===== src/rtl/fifo_wr_arb.sv =====
`default_nettype none
// ============================================================================
// Module   : fifo_wr_arb
// Brief    : Round-robin burst arbiter sharing one FIFO write port among
//            NREQ producers, with wfull stall and prog_full grant gating.
// Revision : 1.0 - initial release
// ============================================================================
module fifo_wr_arb #(
    parameter int NREQ      = 4,
    parameter int DW        = 16,
    parameter int BURST_LEN = 4
) (
    input  logic                 clk,
    input  logic                 rst,
    input  logic [NREQ-1:0]      req,
    input  logic [NREQ*DW-1:0]   din,
    output logic [NREQ-1:0]      ack,
    output logic [NREQ-1:0]      grant,
    output logic                 busy,
    output logic                 winc,
    output logic [DW-1:0]        wdata,
    input  logic                 wfull,
    input  logic                 prog_full
);

    localparam int OW = $clog2(NREQ);
    localparam int CW = $clog2(BURST_LEN) + 1;
    localparam logic [CW-1:0] C_LAST      = CW'(BURST_LEN - 1);
    localparam logic [OW-1:0] C_OWNER_MAX = OW'(NREQ - 1);

    typedef enum logic [0:0] {
        S_IDLE  = 1'b0,
        S_BURST = 1'b1
    } state_t;

    state_t        r_state, w_state_nxt;
    logic [OW-1:0] r_owner, w_owner_nxt;
    logic [OW-1:0] r_ptr,   w_ptr_nxt;
    logic [CW-1:0] r_cnt,   w_cnt_nxt;
    logic [OW-1:0] w_pick, w_idx, w_owner_inc;
    logic          w_found;
    logic [DW-1:0] w_din_arr [NREQ];

    for (genvar gi = 0; gi < NREQ; gi++) begin : g_slice
        assign w_din_arr[gi] = din[gi*DW +: DW];
    end

    // Scan from ptr+NREQ-1 down to ptr so the index closest to ptr wins last.
    always_comb begin
        w_found = 1'b0;
        w_pick  = '0;
        w_idx   = '0;
        for (int k = NREQ - 1; k >= 0; k--) begin
            w_idx = OW'((int'(r_ptr) + k) % NREQ);
            if (req[w_idx]) begin
                w_found = 1'b1;
                w_pick  = w_idx;
            end
        end
    end

    assign w_owner_inc = (r_owner == C_OWNER_MAX) ? '0 : r_owner + 1'b1;

    always_comb begin
        w_state_nxt = r_state;
        w_owner_nxt = r_owner;
        w_ptr_nxt   = r_ptr;
        w_cnt_nxt   = r_cnt;
        winc        = 1'b0;
        ack         = '0;
        grant       = '0;
        busy        = 1'b0;
        wdata       = w_din_arr[r_owner];
        case (r_state)
            S_IDLE: begin
                if (!prog_full && w_found) begin
                    w_owner_nxt = w_pick;
                    w_cnt_nxt   = '0;
                    w_state_nxt = S_BURST;
                end
            end
            S_BURST: begin
                busy           = 1'b1;
                grant[r_owner] = 1'b1;
                // Withdrawal takes priority over a simultaneous wfull.
                if (!req[r_owner]) begin
                    w_state_nxt = S_IDLE;
                    w_ptr_nxt   = w_owner_inc;
                end else if (!wfull) begin
                    winc         = 1'b1;
                    ack[r_owner] = 1'b1;
                    w_cnt_nxt    = r_cnt + 1'b1;
                    if (r_cnt == C_LAST) begin
                        w_state_nxt = S_IDLE;
                        w_ptr_nxt   = w_owner_inc;
                    end
                end
            end
            default: w_state_nxt = S_IDLE;
        endcase
    end

    always_ff @(posedge clk) begin
        if (rst) begin
            r_state <= S_IDLE;
            r_owner <= '0;
            r_ptr   <= '0;
            r_cnt   <= '0;
        end else begin
            r_state <= w_state_nxt;
            r_owner <= w_owner_nxt;
            r_ptr   <= w_ptr_nxt;
            r_cnt   <= w_cnt_nxt;
        end
    end

endmodule
`default_nettype wire

===== config.mk =====
export PLATFORM = sky130hd
export DESIGN_NAME = fifo_wr_arb
export DESIGN_NICKNAME = d
export VERILOG_FILES = /design/src/rtl/fifo_wr_arb.sv
export SDC_FILE = /design/constraint.sdc
export NUM_CORES = 1
export LEC_CHECK = 0
export BUFFER_PORTS_ARGS = -buffer_cell sky130_fd_sc_hd__buf_2
export CAP_MARGIN = 10
export CORE_MARGIN = 4
export CORE_UTILIZATION = 35
export DETAILED_ROUTE_END_ITERATION = 16
export GPL_ROUTABILITY_DRIVEN = 0
export PLACE_DENSITY = 0.81
export SLEW_MARGIN = 40
export SYNTH_ARGS = -nofsm -noshare
export SYNTH_HDL_FRONTEND = slang
export SYNTH_SLANG_ARGS = --single-unit

===== constraint.sdc =====
create_clock -name clk -period 2.8 [get_ports clk]
set_input_delay 0.56 -clock clk [delete_from_list [all_inputs] [get_ports clk]]
set_output_delay 0.56 -clock clk [all_outputs]
set_load 0.01 [all_outputs]

==> run_results.csv <==
group,metric,value,unit
power_and_ir_drop,finalPower,0.401,mW
cts,clkLatencyLatePin,0.26,ns
power_and_ir_drop,leakagePower,0.720,nW
sta,skew,0.00453,ns
place,post-place-cells,213,
sta,timing.fmax,422,MHz
finish,layout.cells.non_filler,216,
global_routing,grt_pass1_vias,1199,
critical_path,critPathRequiredTime,2.24,ns
cts,postCtsSetupBuffers,0,
global_routing,grt_max_degree,23,
routing,vias_per_cell,5.31,
power_and_ir_drop,vdd.ir_drop.worst,0.000256,V
sta,rsz0062_at_grt,"false",
synth,ys_seq_elements,8,
routing,wl_per_cell,16.7,um
floorplan,io_pins,98,
cts,cts.sinks,8,
floorplan,die_h,60.4,um
power_and_ir_drop,power_switching,0.127,mW
critical_path,r2r_start,"r_owner[0]",
floorplan,start_util,37.8,%
place,hpwl,3090,um
cts,cts_tree,"yes",
run,drv_cap,0,
floorplan,rows,18,
cts,root_buffer,"clkbuf_4",
cts,cts_resized,0,
sta,finalCritPeriodShare,84.7,%
power_and_ir_drop,seqPwrFrac,31.0,%
sta,period_needed,2.37,ns
routing,routed_wl,3610,um
sta,layout_setup_ws,0.429,ns
routing,vias,1146,
global_routing,grt_pass1_wl,5170,um
sta,relSlewSlack,74.6,%
synth,synth_area_leaders,"mux4_2, dfxtp_1, ha_1",
cts,htree_levels,1,
cts,postCtsHoldBufs,0,
critical_path,reg2reg_to,"r_cnt[2]",
critical_path,cp_max_fo,11,
power_and_ir_drop,clkPwrFrac,22.2,%
global_routing,grt_usage,18.8,%
routing,firstDrtPassIters,4,
power_and_ir_drop,p_sw_share,31.6,%
synth,synthDistinctLibCells,23,
synth,ys.warnings.count,0,
finish,diodes,0,
sta,finalSetupTns,0,ns
synth,synth_area,961,um2
cts,cts_max_path_buffers,2,
synth,syn-num-nets,167,
critical_path,startpoint,"req[3]",
critical_path,critPathArrivalTime,1.81,ns
critical_path,critPathKind,"in -> out",
sta,setup_viol,0,
power_and_ir_drop,combPwrFrac,46.9,%
cts,numCtsBuffers,3,
sta,hold_violations,0,
finish,layout.cell_area.non_filler,0.00150,mm2
critical_path,reg2reg_slack,1.02,ns
run_status,status,"completed",
routing,drtIter0Drc,48,
critical_path,crit_end,"ack[0]",
sta,maxSlewViolCount,0,
critical_path,slowest_delay,0.49,ns
synth,syn_area_per_cell,10.8,um2
place,pre_cts_slack,0.441,ns
finish,fillerInstances,213,
place,portBuffers,97,
critical_path,reg2reg_depth,5,
sta,whs,0.508,ns
synth,synth_top_area_share,39.8,%
power_and_ir_drop,intPower,0.274,mW
finish,utilization,59.0,%
routing,ant_nets,0,
critical_path,start_kind,"input port",
global_routing,grt_overflow,0,
synth,synth_top_cell_by_area,"mux4_2",
synth,postSynthCellCount,89,
floorplan,core,0.00254,mm2
floorplan,dieArea,0.00365,mm2
power_and_ir_drop,power_density,267,mW/mm2
routing,drc,0,
critical_path,crit_slowest_cell,"mux4_2",
cts,clk_pin_slew_worst_paths,0.05,ns
global_routing,antenna_found_initial,0,
finish,area_growth,56.2,%
floorplan,fp.dieW,60.4,um
sta,tightestPinTransition,0.378,ns
hold_path,hold_path_class,"reg -> reg",
critical_path,cp-end-kind,"output port",
finish,num-nets-final,266,
finish,drive_gt1_share,65.1,%
place,dpl-instance-area,0.00148,mm2
critical_path,crit_chain,"buf_2 -> mux4_2 -> and3b_1 -> and2_1 -> buf_2",
synth,yosysSeqAreaShare,16.7,%
critical_path,crit_top_cell,"buf_2",
cells in the mapped netlist:
| master | number |
|---|---|
| and2_1 | 8 |
| nor4_1 | 1 |
| buf_1 | 2 |
| inv_1 | 5 |
| ha_1 | 6 |
| or3b_2 | 1 |
| a21oi_1 | 10 |
| nand2_1 | 2 |
| o21ai_0 | 3 |
| nor2b_1 | 1 |
| a31oi_1 | 1 |
| o31ai_1 | 2 |
| and3b_1 | 1 |
| or3_1 | 4 |
| nand2b_1 | 3 |
| buf_2 | 4 |
| nand3b_1 | 3 |
| nor3_1 | 2 |
| o21a_1 | 1 |
| dfxtp_1 | 8 |
| o221ai_1 | 1 |
| mux4_2 | 17 |
| mux2i_1 | 3 |
placed cells by master, fill, tap and decap left out, types with 3 or more instances in the layout:
cell | netlist | routed
a21oi_1 | 10 | 10
clkbuf_4 | 0 | 3
dfxtp_1 | 8 | 8
o21ai_0 | 3 | 3
inv_1 | 5 | 5
mux2i_1 | 3 | 3
or3_1 | 4 | 4
mux4_2 | 17 | 17
nand2b_1 | 3 | 3
nand3b_1 | 3 | 3
buf_4 | 0 | 3
buf_2 | 4 | 97
ha_1 | 6 | 6
and2_1 | 8 | 8
per-layer routing:
| metal | routed length [um] | track usage, % | part of all wire, % |
|---|---|---|---|
| met1 | 1180 | 18.3 | 33 |
| met2 | 1870 | 34.4 | 52 |
| met3 | 473 | 7.66 | 13 |
| met4 | 90 | 8.86 | 2.5 |
| met5 | 0 | 0 | 0 |
area by class of cell:
class                   instances  area [um2]  share of cell area [%]
clock buffers                   3        22.5                    1.50
well taps                      30        37.5                    2.50
multi-input cells              70         754                    50.3
repair buffers                100         508                    33.8
inverters                       5        18.8                    1.25
flip-flops and latches          8         160                    10.7
sequential cells by signal, indices dropped and copies added, names as in the netlist:
register / cells
r_cnt: 3
r_owner: 2
r_ptr: 2
r_state: 1
logic make-up after synthesis:
logic type / synth area share, %
muxes: 43.0
AOI/OAI and AO/OA: 10.7
buffers and inverters: 4.82
DFF: 16.7
and+or+nand+nor: 17.1
adders and majority gates: 7.81
worst min path at each step:
stage	start	endpoint	slack (ns)	cells after the start
global placement	r_cnt[1]	r_cnt[1]	0.48	2
floorplan	r_ptr[0]	r_ptr[0]	0.46	2
CTS	r_cnt[1]	r_cnt[1]	0.51	2
global route	r_cnt[1]	r_cnt[1]	0.55	2
finish	r_cnt[1]	r_cnt[1]	0.51	2
detailed placement	r_cnt[1]	r_cnt[1]	0.50	2
power groups by stage:
stage,combinational [mW],sequential [mW],clock (mW)
after floorplan,0.0961,0.126,0
after global placement,0.182,0.126,0
after detailed placement,0.188,0.126,0
after CTS,0.189,0.124,0.0923
after global routing,0.204,0.125,0.102
final,0.188,0.124,0.0888
critical path: cells and delay by family:
family / cells / cell delay (ns)
and+or+nand+nor: 2 / 0.50
muxes: 1 / 0.49
buffers and inverters: 2 / 0.26
Note: power is estimated with default switching activity, not from simulation.
